## src/rtl/parking_pkg.sv

```systemverilog
// Shared types and helpers for the parking zone controller: gate FSM states,
// the hour-of-day public capacity schedule and a saturating vacancy difference.
package parking_pkg;

  typedef enum logic [1:0] {IDLE, OPEN, RELEASE} gate_state_t;

  localparam int BONUS_H13 = 50;
  localparam int BONUS_H14 = 100;
  localparam int BONUS_H15 = 150;
  localparam int BONUS_H16 = 300;

  function automatic int hour_capacity(input logic [4:0] hour, input int base);
    case (hour)
      5'd13:   return base + BONUS_H13;
      5'd14:   return base + BONUS_H14;
      5'd15:   return base + BONUS_H15;
      5'd16:   return base + BONUS_H16;
      default: return base;
    endcase
  endfunction

  function automatic int vac_sat(input int cap, input int occ);
    return (cap > occ) ? cap - occ : 0;
  endfunction

endpackage

```

## src/rtl/parking_zone_counter.sv

```systemverilog
// One zone's occupancy counter: decrements (1 or 2) apply before the increment, floored at 0.
// Count, vacancy and full update together on the clock edge; underflow is combinational.
module parking_zone_counter
  import parking_pkg::*;
#(
  parameter int CNT_W   = 10,
  parameter int RST_CAP = 200
) (
  input  logic             clk,
  input  logic             reset_n,
  input  logic             inc,
  input  logic             dec,
  input  logic             dec2,
  input  logic [CNT_W-1:0] cap,
  output logic [CNT_W-1:0] count,
  output logic [CNT_W-1:0] vacancy,
  output logic             full,
  output logic             underflow
);

  logic [CNT_W-1:0] after_dec;
  logic [CNT_W-1:0] count_d;
  logic [CNT_W-1:0] vac_d;

  always_comb begin
    after_dec = count;
    underflow = 1'b0;
    if (dec2) begin
      if (count >= CNT_W'(2)) after_dec = count - CNT_W'(2);
      else begin
        after_dec = '0;
        underflow = 1'b1;
      end
    end else if (dec) begin
      if (count != '0) after_dec = count - CNT_W'(1);
      else             underflow = 1'b1;
    end
    count_d = after_dec;
    if (inc && (after_dec != '1)) count_d = after_dec + CNT_W'(1);
    vac_d = CNT_W'(vac_sat(int'(cap), int'(count_d)));
  end

  // Vacancy is derived from the next count so it never lags occupancy.
  always_ff @(posedge clk or negedge reset_n) begin
    if (!reset_n) begin
      count   <= '0;
      vacancy <= CNT_W'(RST_CAP);
      full    <= 1'b0;
    end else begin
      count   <= count_d;
      vacancy <= vac_d;
      full    <= (vac_d == '0);
    end
  end

endmodule

```

## src/rtl/parking_zone_controller.sv

```systemverilog
// Multi-zone parking controller: entry req/ack with gate FSM, exit handling, hourly public capacity.
// Ack one cycle after req in IDLE; req is held (not acked) while the gate is OPEN/RELEASE. Macro PARK_STATS_EN adds reject_cnt.
module parking_zone_controller
  import parking_pkg::*;
#(
  parameter int NUM_ZONES    = 2,
  parameter int CNT_W        = 10,
  parameter int RSV_CAP      = 500,
  parameter int PUB_BASE_CAP = 200,
  parameter int GATE_TIMEOUT = 16,
  localparam int ZW = (NUM_ZONES > 1) ? $clog2(NUM_ZONES) : 1
) (
  input  logic                       clk,
  input  logic                       reset_n,
  input  logic [4:0]                 current_hour,
  input  logic                       entry_req,
  input  logic [ZW-1:0]              entry_zone,
  output logic                       entry_ack,
  output logic                       entry_grant,
  output logic                       gate_open,
  input  logic                       car_passed,
  input  logic                       exit_pulse,
  input  logic [ZW-1:0]              exit_zone,
  output logic                       exit_err,
  output logic [NUM_ZONES*CNT_W-1:0] occupancy,
  output logic [NUM_ZONES*CNT_W-1:0] vacancy,
`ifdef PARK_STATS_EN
  output logic [NUM_ZONES-1:0]       zone_full,
  output logic [NUM_ZONES*16-1:0]    reject_cnt
`else
  output logic [NUM_ZONES-1:0]       zone_full
`endif
);

  localparam int TW = $clog2(GATE_TIMEOUT + 1);

  gate_state_t          state_q, state_d;
  logic [TW-1:0]        timer_q, timer_d;
  logic [ZW-1:0]        zone_q, zone_d;
  logic                 ack_q, ack_d, grant_q, grant_d, err_q;
  logic [CNT_W-1:0]     pub_cap_q;
  logic [CNT_W-1:0]     cnt  [NUM_ZONES];
  logic [CNT_W-1:0]     zcap [NUM_ZONES];
  logic [NUM_ZONES-1:0] inc, rel, ex, unf;
  logic                 entry_ok, exit_ok;
  logic [CNT_W-1:0]     eff_cnt, entry_cap;

  assign entry_ok = int'(entry_zone) < NUM_ZONES;
  assign exit_ok  = int'(exit_zone) < NUM_ZONES;

  always_ff @(posedge clk or negedge reset_n) begin
    if (!reset_n) pub_cap_q <= CNT_W'(PUB_BASE_CAP);
    else          pub_cap_q <= CNT_W'(hour_capacity(current_hour, PUB_BASE_CAP));
  end

  // A same-cycle exit on the requested zone frees its slot before the admission check.
  always_comb begin
    eff_cnt   = '0;
    entry_cap = '0;
    if (entry_ok) begin
      eff_cnt   = cnt[entry_zone];
      entry_cap = zcap[entry_zone];
      if (exit_pulse && exit_ok && (exit_zone == entry_zone) && (eff_cnt != '0))
        eff_cnt = eff_cnt - CNT_W'(1);
    end
  end

  always_comb begin
    ex = '0;
    if (exit_pulse && exit_ok) ex[exit_zone] = 1'b1;
  end

  always_comb begin
    state_d = state_q;
    timer_d = timer_q;
    zone_d  = zone_q;
    ack_d   = 1'b0;
    grant_d = 1'b0;
    inc     = '0;
    rel     = '0;
    case (state_q)
      IDLE: begin
        if (entry_req && !ack_q) begin
          ack_d = 1'b1;
          if (entry_ok && (eff_cnt < entry_cap)) begin
            grant_d          = 1'b1;
            inc[entry_zone]  = 1'b1;
            zone_d           = entry_zone;
            timer_d          = '0;
            state_d          = OPEN;
          end
        end
      end
      OPEN: begin
        if (car_passed)                             state_d = IDLE;
        else if (timer_q == TW'(GATE_TIMEOUT - 1))  state_d = RELEASE;
        else                                        timer_d = timer_q + TW'(1);
      end
      RELEASE: begin
        rel[zone_q] = 1'b1;
        state_d     = IDLE;
      end
      default: state_d = IDLE;
    endcase
  end

  always_ff @(posedge clk or negedge reset_n) begin
    if (!reset_n) begin
      state_q <= IDLE;
      timer_q <= '0;
      zone_q  <= '0;
      ack_q   <= 1'b0;
      grant_q <= 1'b0;
      err_q   <= 1'b0;
    end else begin
      state_q <= state_d;
      timer_q <= timer_d;
      zone_q  <= zone_d;
      ack_q   <= ack_d;
      grant_q <= grant_d;
      err_q   <= exit_pulse && exit_ok && unf[exit_zone];
    end
  end

  assign entry_ack   = ack_q;
  assign entry_grant = grant_q;
  assign gate_open   = (state_q == OPEN);
  assign exit_err    = err_q;

  for (genvar z = 0; z < NUM_ZONES; z++) begin : g_zone
    assign zcap[z] = (z == 0) ? CNT_W'(RSV_CAP) : pub_cap_q;
    parking_zone_counter #(
      .CNT_W   (CNT_W),
      .RST_CAP ((z == 0) ? RSV_CAP : PUB_BASE_CAP)
    ) u_cnt (
      .clk       (clk),
      .reset_n   (reset_n),
      .inc       (inc[z]),
      .dec       (rel[z] ^ ex[z]),
      .dec2      (rel[z] & ex[z]),
      .cap       (zcap[z]),
      .count     (cnt[z]),
      .vacancy   (vacancy[z*CNT_W +: CNT_W]),
      .full      (zone_full[z]),
      .underflow (unf[z])
    );
    assign occupancy[z*CNT_W +: CNT_W] = cnt[z];
  end

`ifdef PARK_STATS_EN
  logic [NUM_ZONES-1:0] rej_evt;
  logic [15:0]          rej_q [NUM_ZONES];

  always_comb begin
    rej_evt = rel;
    if (ack_d && !grant_d && entry_ok) rej_evt[entry_zone] = 1'b1;
  end

  always_ff @(posedge clk or negedge reset_n) begin
    if (!reset_n) begin
      for (int z = 0; z < NUM_ZONES; z++) rej_q[z] <= '0;
    end else begin
      for (int z = 0; z < NUM_ZONES; z++)
        if (rej_evt[z] && (rej_q[z] != 16'hFFFF)) rej_q[z] <= rej_q[z] + 16'd1;
    end
  end

  for (genvar z = 0; z < NUM_ZONES; z++) begin : g_stat
    assign reject_cnt[z*16 +: 16] = rej_q[z];
  end
`endif

endmodule

```

## config.mk

```make
export PLATFORM = sky130hd
export DESIGN_NAME = parking_zone_controller
export DESIGN_NICKNAME = d
export VERILOG_FILES = /design/src/rtl/parking_pkg.sv /design/src/rtl/parking_zone_counter.sv /design/src/rtl/parking_zone_controller.sv
export SDC_FILE = /design/constraint.sdc
export NUM_CORES = 1
export LEC_CHECK = 0
export CORE_MARGIN = 4
export CORE_UTILIZATION = 63
export DETAILED_ROUTE_END_ITERATION = 10
export GPL_ROUTABILITY_DRIVEN = 1
export PLACE_DENSITY = 0.87
export SYNTH_ARGS = -nofsm -noshare
export SYNTH_HDL_FRONTEND = slang
export SYNTH_HIERARCHICAL = 1
export SYNTH_SLANG_ARGS = --single-unit
```

## constraint.sdc

```tcl
create_clock -name clk -period 9.1 [get_ports clk]
set_input_delay 1.82 -clock clk [delete_from_list [all_inputs] [get_ports clk]]
set_output_delay 1.82 -clock clk [all_outputs]
set_load 0.05 [all_outputs]
```

==> results of run 1 <==
## critical path, cell delays in order
cell and delay, ns:
clkdlybuf4s50_1 0.66, buf_4 0.37, mux2i_2 0.34, o221ai_2 0.18, o211ai_1 0.49, nor3_1 0.12, xnor2_1 0.17, ha_1 0.32
a21o_1 0.16, nand2_1 0.07, nand3b_1 0.07, nand4bb_2 0.36, nor2_4 0.25, and2_1 0.18, inv_1 0.05, a31o_2 0.25
or4b_4 0.55, xor2_1 0.24, inv_1 0.08, ha_1 0.29, o21ai_0 0.13, nor2b_1 0.34, nor2_1 0.14, nor4_4 0.33
a21oi_1 0.16, o32ai_4 0.51, nor4_1 0.14
## metal layers
| layer | GRT usage | wire, um | up-vias |
|---|---|---|---|
| met5 | 0 | 0 | - |
| met4 | 0.131 | 356 | 0 |
| met3 | 0.0562 | 1270 | 42 |
| met2 | 0.466 | 6910 | 266 |
| met1 | 0.410 | 6590 | 2519 |
| li1 | - | - | 2499 |
## logic make-up after synthesis
kind of cell	Yosys count	share of synthesized area
DFF	60	0.266
muxes	19	0.0369
adders and majority gates	40	0.0905
AOI/OAI and AO/OA	154	0.209
buffers and inverters	63	0.0487
xor gates and xnor gates	42	0.0646
and+or+nand+nor	266	0.283
other	2	0.00132
## cell usage after synthesis (3+ instances only)
cell type | count | area (um2)
dfrtp_1 | 48 | 1200
dfstp_2 | 12 | 315
mux2_4 | 3 | 45.0
ha_1 | 38 | 475
o21ai_0 | 30 | 150
nor4b_1 | 3 | 26.3
o211ai_1 | 3 | 22.5
inv_1 | 47 | 176
o21a_1 | 3 | 22.5
o31ai_1 | 6 | 45.0
nand2_1 | 30 | 113
xor2_1 | 22 | 193
or2_2 | 8 | 50.1
nor3b_1 | 8 | 60.1
nand3_1 | 6 | 30.0
a211oi_1 | 10 | 75.1
o2bb2ai_1 | 4 | 35.0
buf_6 | 3 | 33.8
a221oi_1 | 4 | 35.0
nor2b_1 | 25 | 156
and2_1 | 14 | 87.6
nor4_2 | 4 | 50.1
a21oi_1 | 32 | 160
a21o_1 | 11 | 82.6
nand3b_1 | 10 | 75.1
or3_1 | 4 | 25.0
clkbuf_1 | 8 | 30.0
nor4_4 | 3 | 63.8
a21bo_2 | 4 | 40.0
nand2b_1 | 11 | 68.8
and3_1 | 7 | 43.8
a2111oi_2 | 4 | 60.1
xnor2_1 | 20 | 175
o2111ai_1 | 5 | 43.8
nor2_1 | 62 | 233
nor3_1 | 29 | 145
and3b_1 | 3 | 26.3
nand4_1 | 11 | 68.8
nor4_1 | 5 | 31.3
mux2i_1 | 14 | 140
a31oi_1 | 6 | 37.5
## area by class of cell
class	count	area, um2	area share
Sequential cell	60	1520	0.230
Inverter	49	184	0.0279
Clock buffer	10	138	0.0209
Timing Repair Buffer	59	581	0.0880
Multi-Input combinational cell	539	3980	0.602
Tap cell	108	135	0.0205
Clock inverter	6	71.3	0.0108
## registers in the layout, summed over array words and instances (netlist names)
signal / count
g_zone.u_cnt/count: 20
g_zone.u_cnt/full: 2
zone_q: 1
entry_grant: 1
g_zone.u_cnt/vacancy: 20
entry_ack: 1
state_q: 2
timer_q: 5
pub_cap_q: 7
exit_err: 1
## through the flow
step	setup slack, ns	cell area [um2]	util	cells	hold slack (ns)
finish	0.533	6600	0.753	831	0.481
global route	0.0839	6600	0.753	831	0.506
global placement	0.464	6380	0.728	815	0.466
detailed placement	0.186	6380	0.728	815	0.472
floorplan	1.13	5760	-	662	0.444
CTS	0.494	6590	0.752	831	0.481
## final timing paths
check / start / end / cells after the start
max: entry_zone / g_zone[1].u_cnt/vacancy[5] / 27
min: entry_ack / entry_ack / 1
max reg2reg: g_zone[1].u_cnt/count[1] / g_zone[1].u_cnt/vacancy[5] / 26
min reg2reg: entry_ack / entry_ack / 1
max in group asynchronous: reset_n / pub_cap_q[1] / 2
min in group asynchronous: reset_n / entry_grant / 2
## what timing repair did
item / 4_1_cts / 5_1_grt
gates resized for setup: 0 / 1
setup endpoints to repair: 0 / 11
hold buffers: 0 / 0
## power breakdown
part / internal [mW] / switching, mW / total (mW)
clock: 0.136 / 0.118 / 0.254
sequential: 0.358 / 0.131 / 0.489
combinational: 0.408 / 0.710 / 1.12
==> flow_summary.ini, run 1 <==
[finish]
most-common-layout-cells = 62 x nor2_1, 56 x clkdlybuf4s50_1, 48 x dfrtp_1
drive_above_1_share = 0.119
nFillCells = 640
diode_insertion_count_for_antenna_repair = 0
mostFrequentLayoutCell = nor2_1
design.final.nets = 770
area_growth_pct = 15.8

[pwr]
irDropWorstVdd_mv = 0.213
total_power_mw = 1.86
power_density_mw_per_mm2 = 282
power.static_leakage_nw = 2.75

[sta]
timing.setup.tns_ns = 0
fin_skew_ns = 0.0140
final_period_minus_worst_setup_slack_ns = 8.57
timing.fmax_ghz = 0.117
rsz0062_at_grt = no
timing.slew.headroom = 0.315
drv_slew = 0
tightestPinTransition_ns = 1.02
hold_violations = 0
report.final.setup_viol = 0
part_of_the_cycle_the_worst_path_needs = 0.941

[floorplan]
die_extent_in_x_um = 103
num_rows = 34
die_height_um = 103
initial_core_util = 0.650
io_pins = 58
die-area_mm2 = 0.0106
core_area_mm2 = 0.00876

[flow_run]
maxCapViolCount = 0

[cts]
h_tree_level_count = 3
total_clock_buffers_created_by_cts = 9
clk-insertion-delay-late_ns = 0.35
cts_setup_buffers = 0
cts.path.max_buffers = 2
clk_sink_count = 60
worst_path_clk_slew_ns = 0.07
cts_root_buf = clkbuf_8
clock_tree_from_tritoncts = built

[synth]
seq_area_frac_synth = 0.266
ys_types = 82
synthesis.yosys.warnings = 6
syn_area_mm2 = 0.00570
synth.ff_latch_count = 60
count_of_flip_flops_with_a_built_in_enable_after_synthesis = 0
postSynth.topFlopCell = dfrtp_1
synth_async_sr_flop_share = 1.00
syn_area_per_cell_um2 = 8.82
post_synth_inst_count = 646

[global_route]
global_route.overflow_total = 0
largest_net_degree_at_the_start_of_global_routing = 61
first_pass_grt_wire_length_mm = 25.4
global_route.usage.total = 0.301
first_global_vias = 5299
grt_antenna_before_repair = 0

[routing]
drt_iter0_drc = 324
num_vias = 5326
post_drt_wl_per_cell_um = 18.2
drt_drc_violations_left = 0
detail-route-antenna-nets = 0
post_drt_via_cell_ratio = 6.41
wl_mm = 15.1
drtPass1Iterations = 5

[setup_path]
crit_path_end_kind = flip-flop
timing.setup.critical_path_class = in -> reg
crit_required_ns = 9.30
crit_fanout = 26
cp.arrival_ns = 8.77
setup.worst_path.start_class = primary input
reg2reg_setup_slack_ns = 2.28

[status]
outcome = completed

[placed_design]
portBuffers = 57
gpl.final_weighted_congestion = 0.965
detailedPlacementHpwl_mm = 11.1

[worst_hold_path]
min_path_type = reg -> reg
Note: power is estimated with default switching activity, not from simulation.
==> run 2, diff against run 1 <==
--- a/config.mk
+++ b/config.mk
@@ -8,7 +8,8 @@
 export CORE_MARGIN = 4
 export CORE_UTILIZATION = 63
 export DETAILED_ROUTE_END_ITERATION = 10
-export GPL_ROUTABILITY_DRIVEN = 1
+export GPL_ROUTABILITY_DRIVEN = 0
+export HOLD_SLACK_MARGIN = 0.15
 export PLACE_DENSITY = 0.87
 export SYNTH_ARGS = -nofsm -noshare
 export SYNTH_HDL_FRONTEND = slang
==> run 2 against run 1 <==
Hold slack got worse by 0.00091 ns. Sequential share of layout area barely moved. Global-route usage is 0.40 points lower. Combinational power is essentially flat. Sequential power hardly changed. Largest cell class unchanged. Largest power group unchanged.
==> flow_summary.ini, run 2 (synthesis results as in run 1) <==
[setup_path]
timing.setup.critical_path_class = in -> reg
rr_startpoint = g_zone[1].u_cnt/count[4]
crit_path_end_kind = flip-flop
cp.arrival_ns = 8.67
setup.worst_path.start = entry_zone
crit_fanout = 11
crit_required_ns = 9.30
setup.worst_path.start_class = primary input

[sta]
final_critical_path_setup_slack_ns = 0.635
fin_skew_ns = 0.0156
timing.setup.tns_ns = 0
final_period_minus_worst_setup_slack_ns = 8.46
rsz0062_at_grt = no
timing.slew.headroom = 0.379
hold_violations = 0
report.final.setup_viol = 0
part_of_the_cycle_the_worst_path_needs = 0.930
drv_slew = 0
tightestPinTransition_ns = 0.922
timing.fmax_ghz = 0.118

[cts]
cts.path.max_buffers = 2
cts_setup_buffers = 0
worst_path_clk_slew_ns = 0.08
cts.hold.buffers_added = 0
clock_tree_from_tritoncts = built
cts_root_buf = clkbuf_8
clk-insertion-delay-late_ns = 0.35
clk_sink_count = 60
ctsResizeCount = 0
total_clock_buffers_created_by_cts = 9
h_tree_level_count = 3

[status]
outcome = completed

[global_route]
largest_net_degree_at_the_start_of_global_routing = 61
first_global_vias = 5240
global_route.usage.total = 0.297
grt_antenna_before_repair = 0
global_route.overflow_total = 0
first_pass_grt_wire_length_mm = 24.9

[routing]
num_vias = 5475
drt_iter0_drc = 431
wl_mm = 15.5
detail-route-antenna-nets = 0
post_drt_wl_per_cell_um = 18.6
post_drt_via_cell_ratio = 6.58
drt_drc_violations_left = 0
drtPass1Iterations = 5

[worst_hold_path]
min_path_type = reg -> reg
min_from = entry_ack

[flow_run]
maxCapViolCount = 0

[finish]
most-common-layout-cells = 62 x nor2_1, 56 x clkdlybuf4s50_1, 48 x dfrtp_1
finalInstanceArea_mm2 = 0.00659
drive_above_1_share = 0.120
layout.cells.non_filler = 832
design.final.nets = 771
nFillCells = 613
mostFrequentLayoutCell = nor2_1
top_regs = g_zone.u_cnt/count x20, g_zone.u_cnt/vacancy x20, pub_cap_q x7
diode_insertion_count_for_antenna_repair = 0
area_growth_pct = 15.7

[pwr]
power.static_leakage_nw = 2.75
power_density_mw_per_mm2 = 284
total_power_mw = 1.87
irDropWorstVdd_mv = 0.210

[floorplan]
die-area_mm2 = 0.0106
die_height_um = 103
initial_core_util = 0.650
die_extent_in_x_um = 103
num_rows = 34
core_area_mm2 = 0.00876
io_pins = 58

[placed_design]
dpl-instance-area_mm2 = 0.00639
portBuffers = 57
placement.setup.worst_slack_ns = 0.443
dpl.cell_count = 816
detailedPlacementHpwl_mm = 11.3
[run 2: power breakdown]
part           switching [mW]  internal [mW]
Combinational           0.719          0.409
Sequential              0.134          0.358
Clock                   0.122          0.130
[run 2: metal layers]
metal	share of wire	vias to the layer above	wire, um	global-route usage
met3	0.096	62	1490	0.0602
met4	0.030	0	471	0.124
met5	0	-	0	0
li1	-	2499	-	-
met1	0.41	2565	6390	0.391
met2	0.46	349	7160	0.477
[run 2: final cells by class]
type	instances	area, um2	area share
timing repair buffer	60	588	0.0892
clock buffer	9	124	0.0188
sequential	60	1520	0.230
clock inverter	7	81.3	0.0123
multi-input combinational	539	3960	0.601
tap	108	135	0.0205
inverter	49	184	0.0279
[run 2: path summary, 6_finish.rpt]
path,cells after the start,slack [ns],to
setup / recovery,28,0.64,g_zone[1].u_cnt/vacancy[5]
hold / removal,1,0.48,entry_ack
setup reg to reg,26,2.29,g_zone[1].u_cnt/vacancy[5]
hold reg to reg,1,0.48,entry_ack
max in group asynchronous,2,6.96,g_zone[1].u_cnt/count[0]
min in group asynchronous,2,1.62,timer_q[1]
[run 2: critical path, cell delays in order]
cell,delay [ns]
clkdlybuf4s50_1,0.66
buf_4,0.27
mux2i_2,0.31
o221ai_2,0.19
o211ai_1,0.46
nor2_1,0.11
xnor2_1,0.15
a21oi_1,0.18
ha_1,0.28
a21oi_1,0.16
o21ai_0,0.09
nand2_1,0.09
nand4bb_2,0.21
nor2_4,0.25
and2_1,0.18
inv_1,0.05
a31o_2,0.25
or4b_4,0.55
nor3_4,0.18
xor2_1,0.22
inv_1,0.07
ha_1,0.37
nand2_1,0.16
a211oi_1,0.12
nor4_4,0.34
a21oi_1,0.14
o32ai_2,0.65
nor4_1,0.15
[run 2: metrics by stage]
stage | utilization | hold slack (ns)
after floorplan | - | 0.444
after global placement | 0.729 | 0.459
after detailed placement | 0.729 | 0.468
after CTS | 0.752 | 0.477
after global routing | 0.752 | 0.483
final | 0.752 | 0.480
==> run 3, diff against run 2 <==
--- a/config.mk
+++ b/config.mk
@@ -6,12 +6,13 @@
 export NUM_CORES = 1
 export LEC_CHECK = 0
 export CORE_MARGIN = 4
-export CORE_UTILIZATION = 63
+export CORE_UTILIZATION = 55
 export DETAILED_ROUTE_END_ITERATION = 10
 export GPL_ROUTABILITY_DRIVEN = 0
 export HOLD_SLACK_MARGIN = 0.15
-export PLACE_DENSITY = 0.87
+export PLACE_DENSITY = 0.78
 export SYNTH_ARGS = -nofsm -noshare
 export SYNTH_HDL_FRONTEND = slang
 export SYNTH_HIERARCHICAL = 1
 export SYNTH_SLANG_ARGS = --single-unit
+export TNS_END_PERCENT = 20
==> run 3 against run 2 <==
Clock power is 9.1% higher. Setup slack lost 0.17 ns. Total power is 0.91% higher. Final cell count rose by 3.0%. Critical endpoint is now g_zone[1].u_cnt/full. Sequential power is essentially flat.
==> flow_summary.ini, run 3 (synthesis results as in run 1) <==
[cts]
total_clock_buffers_created_by_cts = 9
clk-insertion-delay-late_ns = 0.34
cts_setup_buffers = 0
cts.path.max_buffers = 2
clk_sink_count = 60
cts.hold.buffers_added = 0
worst_path_clk_slew_ns = 0.08
h_tree_level_count = 3
clock_tree_from_tritoncts = built
ctsResizeCount = 0
cts_root_buf = clkbuf_8

[worst_hold_path]
min_delay_path_depth = 1
min_path_type = reg -> reg
min_from = entry_ack

[pwr]
power_density_mw_per_mm2 = 284
power.static_leakage_nw = 2.77
irDropWorstVdd_mv = 0.231

[finish]
area_growth_pct = 16.6
finalInstanceArea_mm2 = 0.00664
layout.cells.non_filler = 857
drive_above_1_share = 0.120
most-common-layout-cells = 62 x nor2_1, 56 x clkdlybuf4s50_1, 48 x dfrtp_1
mostFrequentLayoutCell = nor2_1
nFillCells = 809
top_regs = g_zone.u_cnt/count x20, g_zone.u_cnt/vacancy x20, pub_cap_q x7
diode_insertion_count_for_antenna_repair = 0
post-route-util = 0.670
design.final.nets = 771

[global_route]
largest_net_degree_at_the_start_of_global_routing = 61
grt_antenna_before_repair = 0
global_route.overflow_total = 0
first_pass_grt_wire_length_mm = 25.1
first_global_vias = 5278
global_route.usage.total = 0.261

[placed_design]
dpl.cell_count = 841
dpl-instance-area_mm2 = 0.00642
detailedPlacementHpwl_mm = 11.4
portBuffers = 57

[floorplan]
core_area_mm2 = 0.00991
num_rows = 36
die_height_um = 110
io_pins = 58
initial_core_util = 0.575
die-area_mm2 = 0.0121
die_extent_in_x_um = 110

[setup_path]
crit_required_ns = 9.38
crit_family = compound AO/OA/AOI/OAI gates
critical-path-max-stage-delay_ns = 0.76
ff2ff_path_depth = 28
setup.worst_path.start = entry_zone
rr_startpoint = g_zone[1].u_cnt/count[1]
crit_fanout = 12
cp_slowest_cell = clkdlybuf4s50_1
cp.arrival_ns = 8.91
crit_path_end_kind = flip-flop
setup.worst_path.start_class = primary input
timing.setup.critical_path_class = in -> reg
worst-path-stages = 29
critical_path_buf_inv_count = 5

[sta]
fin_skew_ns = 0.0102
report.final.setup_viol = 0
tightestPinTransition_ns = 0.938
hold_violations = 0
timing.slew.headroom = 0.368
rsz0062_at_grt = no
final_period_minus_worst_setup_slack_ns = 8.63
part_of_the_cycle_the_worst_path_needs = 0.948
drv_slew = 0
timing.fmax_ghz = 0.116
timing.setup.tns_ns = 0

[routing]
num_vias = 5319
post_drt_wl_per_cell_um = 17.9
wl_mm = 15.3
drt_drc_violations_left = 0
detail-route-antenna-nets = 0
drt_iter0_drc = 342
drtPass1Iterations = 5
post_drt_via_cell_ratio = 6.21

[flow_run]
maxCapViolCount = 0

[status]
outcome = completed
run 3: changes by cell type in the layout (fill, tap and decap cells not counted), sizes merged:
cell | before | now
clkbuf | 9 | 10
clkinvlp | 1 | 0
bufinv | 1 | 2
inv | 50 | 47
clkinv | 4 | 6
run 3: path summary, 6_finish.rpt:
kind,endpoint,slack (ns)
setup / recovery,g_zone[1].u_cnt/full,0.47
hold / removal,entry_ack,0.49
setup reg to reg,g_zone[1].u_cnt/full,2.22
hold reg to reg,entry_ack,0.49
max in group asynchronous,g_zone[1].u_cnt/vacancy[0],6.95
min in group asynchronous,timer_q[4],1.63
run 3: per-stage QoR:
stage / hold WS [ns] / total power [mW] / setup WS, ns
floorplan: 0.444 / 1.27 / 1.13
finish: 0.493 / 1.89 / 0.470
global placement: 0.477 / 1.56 / 0.628
CTS: 0.490 / 1.88 / 0.628
detailed placement: 0.481 / 1.59 / 0.341
global route: 0.498 / 2.01 / 0.0337
run 3: report_power, final:
part	internal (mW)	switching, mW	total (mW)	leakage, nW
clock network	0.162	0.113	0.275	0.116
logic	0.409	0.714	1.12	1.93
registers	0.358	0.134	0.492	0.724
total	0.928	0.961	1.89	2.77
run 3: worst register-to-register path: cells and delay by family, from the launching register on:
| family | cells | cell delay (ns) |
|---|---|---|
| and+or+nand+nor | 7 | 1.71 |
| buffers and inverters | 3 | 0.19 |
| muxes | 2 | 0.34 |
| AOI/OAI and AO/OA | 11 | 2.83 |
| DFF | 1 | 0.59 |
| adders and majority gates | 3 | 0.79 |
| xor gates and xnor gates | 2 | 0.39 |
run 3: cell type report:
cell class	instances	area, um2	share of cell area
multi-input cells	539	3960	0.597
flip-flops and latches	60	1520	0.228
repair buffers	60	588	0.0885
inverters	49	184	0.0277
well taps	133	166	0.0250
clock buffers	10	138	0.0207
clock inverters	6	87.6	0.0132
run 3: metal layers:
layer,GRT usage,share of wire,routed length (um)
met1,0.359,0.45,6870
met2,0.411,0.45,6970
met3,0.0470,0.075,1150
met4,0.0890,0.023,352
met5,0,0,0
==> RTL change: new RTL, config.mk and constraints of run 1 <==
Add a define of `PARK_STATS_EN`.
--- a/src/rtl/parking_zone_controller.sv
+++ b/src/rtl/parking_zone_controller.sv
@@ -1,5 +1,7 @@
 // Multi-zone parking controller: entry req/ack with gate FSM, exit handling, hourly public capacity.
 // Ack one cycle after req in IDLE; req is held (not acked) while the gate is OPEN/RELEASE. Macro PARK_STATS_EN adds reject_cnt.
+`define PARK_STATS_EN
+
 module parking_zone_controller
   import parking_pkg::*;
 #(
Check against the original RTL (old outputs only; new: reject_cnt): equivalent (equiv_simple and equiv_induct, registers matched by name and starting in step).
==> RTL change against run 1 <==
  * Setup slack better by 0.30 ns
  * Cell area is 28% higher
  * Total power rose by 29%
  * Combinational power increased by 22%
  * Count of clock-buffer cells in the layout up 5
  * Routed wire length up 21%
  * Sequential cell count grew 32
  * Area after synthesis is 25% higher
  * Largest power group unchanged
==> RTL change: results (changes against run 1) <==
| Metric | Value |
|---|---|
| Overall routing resource usage | `28.49% (-1.6 points)` |
| Plain + repair buffers | `94 (+59%)` |
| GRT met2 Usage | `46.17% (-0.45 points)` |
| Largest net degree at the start of global routing | `50 (-18%)` |
| NetSw | `1.171 mW (+22%)` |
| Sequential share of the synthesized area | `32.55% (+5.9 points)` |
| Peak VDD IR | `0.3205 mV (+50%)` |
| Met2 WL | `8598 um (+24%)` |
| Largest incremental delay on the critical path | `0.52 ns (-0.14 ns)` |
| Slew @ Worst Pin | `0.9629 ns (-0.05313 ns)` |
| GR Util met3 | `4.123% (-1.5 points)` |
| Critical-path top delay cell | `ha_1` |
| Status | `finished clean` |
| Critical R2R Launch | `g_zone[1].u_cnt/count[4]` |
| WHS Endpoint | `reject_cnt[6]` |
| CTS root buf | `clkbuf_16` |
| Synth top cells by count | `80 x dfrtp_1, 69 x nor2_1, 51 x nand2_1` |
| Synthesized area per cell | `9.079 um^2 (+2.9%)` |
| Buffer share of cell area | `11.01% (+2.2 points)` |
| Crit path max fanout | `11 (-58%)` |
| Vias in the first global route | `6,290 (+19%)` |
| Total routed wirelength | `18,300 um (+21%)` |
| Worst hold slack | `0.4895 ns (+0.008826 ns)` |
| Distinct cells, synth | `91 (+11%)` |
| Met1 WL | `8182 um (+24%)` |
| Critical Path AT | `8.55 ns (-0.22 ns)` |
| Tcrit/Tclk final | `90.79% (-3.3 points)` |
| Via density | `6.221 (-2.9%)` |
| Comb power frac | `56.9% (-3.2 points)` |
| Power Clock | `357 uW (+41%)` |
| Placed cells | `1,009 (+24%)` |
| Share of cells above drive strength 1 | `9.379% (-2.5 points)` |
| Footprint of the multi-input gates | `0.004551 mm^2 (+14%)` |
[RTL change: cell types whose count changed in the layout (fill, tap and decap cells not counted), moves of 9 or more]
cell | run 1 | this run
nand3_1 | 6 | 21
clkdlybuf4s50_1 | 56 | 87
clkbuf_16 | 0 | 9
nand2_1 | 30 | 51
xor2_1 | 22 | 50
dfrtp_1 | 48 | 80
[RTL change: kinds of logic (layout without fill, tap and decap cells)]
family / after synthesis / in the layout / synth area share [%]
adders and majority gates: 42 / 42 / 7.594
xor gates and xnor gates: 74 / 74 / 9.105
DFF: 92 / 92 / 32.55
AOI/OAI and AO/OA: 148 / 148 / 15.84
other: 2 / 18 / 0.1055
and+or+nand+nor: 333 / 333 / 27.07
muxes: 21 / 21 / 3.217
buffers and inverters: 72 / 157 / 4.518
[RTL change: repair_timing]
action / 4_1_cts / 5_1_grt
resized for setup: 0 / 2
endpoints found under the hold margin: 0 / 0
buffers inserted: 0 / 0
setup endpoints to repair: 0 / 12
